**src/rtl/cascade_counter_n.sv**
```systemverilog
// cascade_counter_n: N-digit synchronous up/down counter, each digit modulo MODULUS.
// Every digit sees a combinational enable from the digits below it, so the whole
// counter moves in one edge with no per-stage carry lag.
// Optional saturating mode: define CASCADE_CNT_HOLD_EN to hold at terminal instead of wrapping.
module cascade_counter_n #(
  parameter int DIGIT_W = 4,
  parameter int DIGITS  = 2,
  parameter int MODULUS = 10,
  localparam int CW     = DIGITS * DIGIT_W
) (
  input  logic              clock,
  input  logic              clear,
  input  logic              load,
  input  logic              start_stop,
  input  logic              up_down,
  input  logic [CW-1:0]     data,
  output logic [CW-1:0]     count,
  output logic [DIGITS-1:0] carry,
  output logic              tc,
  output logic              load_err
);

  // Bad parameters must not produce a silently wrong counter.
  if (MODULUS < 2 || MODULUS > (1 << DIGIT_W) || DIGITS < 1) begin : g_bad_params
    $error("cascade_counter_n: illegal parameters DIGIT_W=%0d DIGITS=%0d MODULUS=%0d",
           DIGIT_W, DIGITS, MODULUS);
  end

  // One extra bit so MODULUS == 2**DIGIT_W still fits for the >= compare on load.
  localparam logic [DIGIT_W:0]   MOD_EXT   = (DIGIT_W+1)'(MODULUS);
  localparam logic [DIGIT_W-1:0] DIGIT_MAX = DIGIT_W'(MODULUS - 1);

  logic [CW-1:0]     cnt_nxt;
  logic [DIGITS-1:0] carry_nxt;
  logic              tc_nxt;
  logic [CW-1:0]     load_val;
  logic              load_bad;

  // Next count when counting: a digit steps only while every lower digit sits at terminal.
  always_comb begin
    logic                step;
    logic [DIGIT_W-1:0]  dig;
    logic [DIGIT_W-1:0]  term;
    logic                at_term;
    cnt_nxt   = count;
    carry_nxt = '0;
    tc_nxt    = 1'b0;
    step      = start_stop;
    term      = up_down ? DIGIT_MAX : '0;
    for (int i = 0; i < DIGITS; i++) begin
      dig     = count[i*DIGIT_W +: DIGIT_W];
      at_term = (dig == term);
      if (step) begin
        if (at_term) begin
          cnt_nxt[i*DIGIT_W +: DIGIT_W] = up_down ? '0 : DIGIT_MAX;
          carry_nxt[i] = 1'b1;
        end else begin
          cnt_nxt[i*DIGIT_W +: DIGIT_W] = up_down ? dig + DIGIT_W'(1) : dig - DIGIT_W'(1);
        end
      end
      step = step & at_term;
    end
    // After the loop, step is high only if counting with every digit at terminal.
    tc_nxt = carry_nxt[DIGITS-1];
`ifdef CASCADE_CNT_HOLD_EN
    if (step) begin
      cnt_nxt   = count;
      carry_nxt = '0;
      tc_nxt    = 1'b1;
    end
`endif
  end

  // Load value with out-of-range digits clamped to MODULUS-1, and the error flag.
  always_comb begin
    load_val = data;
    load_bad = 1'b0;
    for (int i = 0; i < DIGITS; i++) begin
      if ({1'b0, data[i*DIGIT_W +: DIGIT_W]} >= MOD_EXT) begin
        load_val[i*DIGIT_W +: DIGIT_W] = DIGIT_MAX;
        load_bad = 1'b1;
      end
    end
  end

  // State register: clear > load > count; every output is a flop.
  always_ff @(posedge clock) begin
    if (clear) begin
      count    <= '0;
      carry    <= '0;
      tc       <= 1'b0;
      load_err <= 1'b0;
    end else if (load) begin
      count    <= load_val;
      carry    <= '0;
      tc       <= 1'b0;
      load_err <= load_bad;
    end else if (start_stop) begin
      count    <= cnt_nxt;
      carry    <= carry_nxt;
      tc       <= tc_nxt;
      load_err <= 1'b0;
    end else begin
      carry    <= '0;
      tc       <= 1'b0;
    end
  end

endmodule

```
**config.mk**
```make
export PLATFORM = sky130hd
export DESIGN_NAME = cascade_counter_n
export DESIGN_NICKNAME = d
export VERILOG_FILES = /design/src/rtl/cascade_counter_n.sv
export SDC_FILE = /design/constraint.sdc
export NUM_CORES = 1
export LEC_CHECK = 0
export ABC_AREA = 1
export CAP_MARGIN = 15
export CORE_MARGIN = 8
export CORE_UTILIZATION = 40
export DETAILED_ROUTE_END_ITERATION = 6
export PLACE_DENSITY_LB_ADDON = 0.05
export SLEW_MARGIN = 20
export SYNTH_ARGS = -nofsm -noshare
export SYNTH_HDL_FRONTEND = slang
export SYNTH_SLANG_ARGS = --single-unit
```
**constraint.sdc**
```tcl
create_clock -name clock -period 1.75 [get_ports clock]
set_input_delay 0.175 -clock clock [delete_from_list [all_inputs] [get_ports clock]]
set_output_delay 0.175 -clock clock [all_outputs]
set_load 0.05 [all_outputs]
```
==> flow_summary.yaml, run 1 <==
status:
  status: "finished clean"
global_route:
  antenna_found_initial: 0
  grt_pass1_wl_um: 3553
  grt_max_degree: 11
  grt.total_usage_pct: 12.85
  grt-ovfl-total: 0
  first_global_vias: 878
floorplanning:
  die_area_um2: 3689
  core_area_um2: 1922
  pin_count: 25
  dieHeight_um: 60.74
  initial_utilization_pct: 41.67
  num_rows: 16
  dieWidth_um: 60.74
flow_run:
  maxCapViolations: 0
detailed_routing:
  drc: 0
  wl_met1_um: 937
  first_pass_iters: 2
  dr.max_layer_used: "met4"
  drtAntennaViolNets: 0
  wl_per_cell_um: 12.06
  vias_per_cell: 4.867
  wl_um: 2171
  met3_length_um: 161
  drtIter0Drc: 8
  detailroute.wirelength.met2_um: 1044
  vias: 876
synth:
  syn_nets: 140
  ys_types: 26
  ys_warn_count: 0
  mappedNetlistArea_um2: 800.8
  syn_avg_cell_area_um2: 6.618
  ys_seq_area_share_pct: 27.50
  synth_seq_cells: 11
  syn_inst: 121
layout:
  drive_above_1_share_pct: 16.99
  syn2layout_area_growth_pct: 39.06
  post-route-util_pct: 57.94
  layout_commonest_cell: "nand2_1"
  final_nets: 173
  layout_common_cells: "nand2_1, nor2_1, clkdlybuf4s50_1, buf_4, dfxtp_1"
  diodes: 0
sta:
  finalCritPeriodShare_pct: 95.59
  rsz0062_at_grt: "no"
  worstMarginPinSlew_ns: 0.4981
  max-slew-margin-rel_pct: 66.69
  fmax_mhz: 597.8
  finClkSkew_ns: 0.004867
  fin_ws_ns: 0.07718
  post-route-min-period_ns: 1.673
  final_max_slew_viol_count: 0
  finalHoldViolCount: 0
  setup_viol: 0
cts:
  cts_tree: "yes"
  clockBufferDepth: 2
  cts.sinks: 11
  clock_latency_ns: 0.27
  cts_hold_buf: 0
  h-tree-depth: 1
  postCtsSetupRepairBufs: 0
  clkTransAtPathRegs_ns: 0.07
  post_cts_resized: 0
  numCtsBuffers: 3
  root_buffer: "clkbuf_4"
power:
  ir_worst_vdd_mv: 0.4614
  power.leakage_nw: 0.5175
  p_per_area_nw_per_um2: 755.6
worst_setup_path:
  end_kind: "output pin"
  cp_top_family: "buffers and inverters"
  worstSetupPathType: "flip-flop to output pin"
  worst-path-max-fanout: 4
  startpoint: "count[6]"
  timing.rr.start: "count[4]"
  path_buf_inv: 1
  slowest_delay_ns: 0.83
  required_ns: 1.57
  critPathLaunchType: "flip-flop"
  cp.arrival_ns: 1.50
  cp_slowest_cell: "clkdlybuf4s50_1"
  worstPathCellList: "clkdlybuf4s50_1"
placed_design:
  gp_congestion: 0.7917
  portBuffers: 24
  dpl.hpwl_um: 1803
  pre_cts_slack_ns: -0.09912
hold_path:
  hp-class: "flip-flop to flip-flop"
  worstHoldStart: "load_err"
[logic make-up after synthesis]
family	synth area share, %
AO/OA/AOI/OAI	17.50
adder cells (fa/ha/maj)	11.25
flip-flops	27.50
XOR/XNOR	3.282
buffers and inverters	7.967
AND/OR/NAND/NOR	32.50
[path summary, 6_finish.rpt]
check             slack (ns)  endpoint  cells past startpoint
hold reg to reg         0.47  load_err                      2
hold / removal          0.47  load_err                      2
setup / recovery        0.08  count[6]                      1
setup reg to reg        0.26  count[6]                      7
[registers in the layout (all words and copies together), names as in the netlist]
name	count
carry	2
load_err	1
count	8
[routing by layer]
metal  vias to the layer above  track usage (%)
met3                         5            5.085
li1                        463                -
met4                         0            5.316
met5                         -                0
met2                        20            22.93
met1                       388            12.94
[layout make-up]
| type | count | area (um^2) |
|---|---|---|
| fillers | 217 | 808.3 |
| well taps | 27 | 33.78 |
| inverters | 13 | 48.80 |
| clock buffers | 4 | 26.28 |
| repair buffers | 30 | 267.8 |
| flip-flops and latches | 11 | 220.2 |
| multi-input cells | 95 | 516.7 |
[per-stage QoR]
step | total power [mW] | cells | setup TNS (ns) | area, um^2 | hold slack, ns
floorplan | 0.5472 | 121 | 0 | 800.8 | 0.2374
global placement | 0.6661 | 176 | -0.04725 | 1087 | 0.4518
detailed placement | 0.6714 | 176 | -0.1351 | 1087 | 0.4578
CTS | 0.8532 | 180 | 0 | 1114 | 0.4694
global route | 0.8994 | 180 | 0 | 1114 | 0.4886
finish | 0.8414 | 180 | 0 | 1114 | 0.4659
[synthesized netlist by cell type, drive strengths merged]
cell	number	share of area [%]
inv	13	6.1
nor3	1	0.62
o21ai	9	5.6
nor2	19	9.2
dfxtp	11	27
xor2	2	2.2
nand2	30	15
o31ai	1	0.94
fa	2	5.0
buf	2	1.9
o211ai	1	0.94
ha	4	6.3
a22oi	1	0.94
o21bai	1	0.94
or2	1	0.78
xnor2	1	1.1
a21oi	11	7.3
a31oi	1	0.78
nand3	8	5.6
nand4	2	1.6
[power by group]
| group | total [mW] | switching [mW] | internal, mW |
|---|---|---|---|
| sequential | 0.304 | 0.0320 | 0.272 |
| combinational | 0.358 | 0.216 | 0.141 |
| clock | 0.179 | 0.0908 | 0.0884 |
Power figures use the tool's default switching activity.
==> run 2, diff against run 1 <==
Settings changed: MAX_ROUTING_LAYER from default to met4.
==> flow_summary.yaml, run 2 (synthesis results as in run 1) <==
power:
  ir_worst_vdd_mv: 0.4616
  p_per_area_nw_per_um2: 755.7
  power.leakage_nw: 0.5175
  p_switching_mw: 0.3394
  pwr-share-seq_pct: 36.2
  clkPwrFrac_pct: 21.3
  share_comb_of_total_power_pct: 42.5
  netSwitchingFraction_pct: 40.33
  p_int_mw: 0.5022
layout:
  layout_common_cells: "nand2_1, nor2_1, clkdlybuf4s50_1, buf_4, dfxtp_1"
  drive_above_1_share_pct: 16.99
  syn2layout_area_growth_pct: 39.06
  largest_register_ffs: 8
  layout_commonest_cell: "nand2_1"
  design_area_um2: 1114
  reg.largest.list: "count: 8 flops, carry: 2 flops, load_err: 1 flops"
  final_nets: 173
  top_register: "count"
  post-route-util_pct: 57.94
  diodes: 0
detailed_routing:
  vias_per_cell: 4.878
  drtIter0Drc: 10
  drtAntennaViolNets: 0
  drc: 0
  vias: 878
  wl_um: 2163
  wl_per_cell_um: 12.02
  first_pass_iters: 3
floorplanning:
  core_area_um2: 1922
  dieHeight_um: 60.74
  pin_count: 25
  initial_utilization_pct: 41.67
  dieWidth_um: 60.74
  num_rows: 16
  die_area_um2: 3689
worst_setup_path:
  worstPathCellList: "clkdlybuf4s50_1"
  cp_top_family: "buffers and inverters"
  r2r.worst_path.cells: 7
  cp_slowest_cell: "clkdlybuf4s50_1"
  crit_cells: 1
  cp.arrival_ns: 1.50
  slowest_delay_ns: 0.83
  required_ns: 1.57
  end_kind: "output pin"
  critPathLaunchType: "flip-flop"
  worstSetupPathType: "flip-flop to output pin"
  worst-path-max-fanout: 4
  path_buf_inv: 1
sta:
  final_max_slew_viol_count: 0
  worstMarginPinSlew_ns: 0.4981
  rsz0062_at_grt: "no"
  finalHoldViolCount: 0
  finalCritPeriodShare_pct: 95.61
  post-route-min-period_ns: 1.673
  setup_viol: 0
  finClkSkew_ns: 0.005044
  fmax_mhz: 597.6
  max-slew-margin-rel_pct: 66.69
cts:
  cts.sinks: 11
  clockBufferDepth: 2
  h-tree-depth: 1
  clkTransAtPathRegs_ns: 0.07
  cts_hold_buf: 0
  root_buffer: "clkbuf_4"
  clock_latency_ns: 0.27
  numCtsBuffers: 3
  postCtsSetupRepairBufs: 0
  cts_tree: "yes"
  post_cts_resized: 0
global_route:
  grt_pass1_wl_um: 3553
  grt_max_degree: 11
  busiest_layer: "met2"
  antenna_found_initial: 0
  grt.total_usage_pct: 13.21
  first_global_vias: 878
  globalRouteMet1Util_pct: 13.42
  grt_use_met2_pct: 22.93
  grt-ovfl-total: 0
  met3_usage_pct: 4.237
placed_design:
  gp_congestion: 0.8029
  placed_area_um2: 1087
  portBuffers: 24
  dpl.hpwl_um: 1803
hold_path:
  min_path_cells: 2
  hp-class: "flip-flop to flip-flop"
status:
  status: "finished clean"
flow_run:
  maxCapViolations: 0
==> run 2: cell counts in the layout (fill, tap and decap cells not counted) <==
No cell type changed its count.
==> run 2: tightest hold or removal path, stage by stage, from the launching register on <==
cell     delay [ns]
dfxtp_1        0.31
nand2_1        0.06
a21oi_1        0.05
==> run 2: per-stage QoR <==
step                power, mW  setup TNS [ns]  hold slack [ns]  setup slack (ns)  std cells
detailed placement     0.6714         -0.1351           0.4578          -0.09912        176
floorplan              0.5472               0           0.2374           0.02566        121
finish                 0.8416               0           0.4660           0.07674        180
global route           0.8992               0           0.4886           0.03253        180
global placement       0.6661        -0.04725           0.4518          -0.04719        176
CTS                    0.8532               0           0.4694           0.05794        180
==> run 2: routing by layer <==
layer,vias to the layer above,wire (um)
met5,-,0
met1,390,960
met2,20,1041
met4,0,27
met3,5,133
li1,463,-
==> run 2: worst paths after layout <==
kind	end	from	slack [ns]
min reg2reg	load_err	load_err	0.47
max reg2reg	count[6]	count[4]	0.26
min	load_err	load_err	0.47
max	count[6]	count[6]	0.08
==> run 2: power groups by stage <==
stage	registers [mW]	logic, mW	clock network (mW)
2_1_floorplan	0.378	0.169	0
3_3_place_gp	0.309	0.357	0
3_5_place_dp	0.311	0.361	0
4_1_cts	0.305	0.362	0.186
5_1_grt	0.309	0.395	0.196
6_report	0.305	0.358	0.179
==> run 2: area by class of cell <==
| class | count | area [um^2] |
|---|---|---|
| clock buffer | 4 | 26.28 |
| fill | 217 | 808.3 |
| inverter | 13 | 48.80 |
| multi-input combinational | 95 | 516.7 |
| sequential | 11 | 220.2 |
| tap | 27 | 33.78 |
| timing repair buffer | 30 | 267.8 |
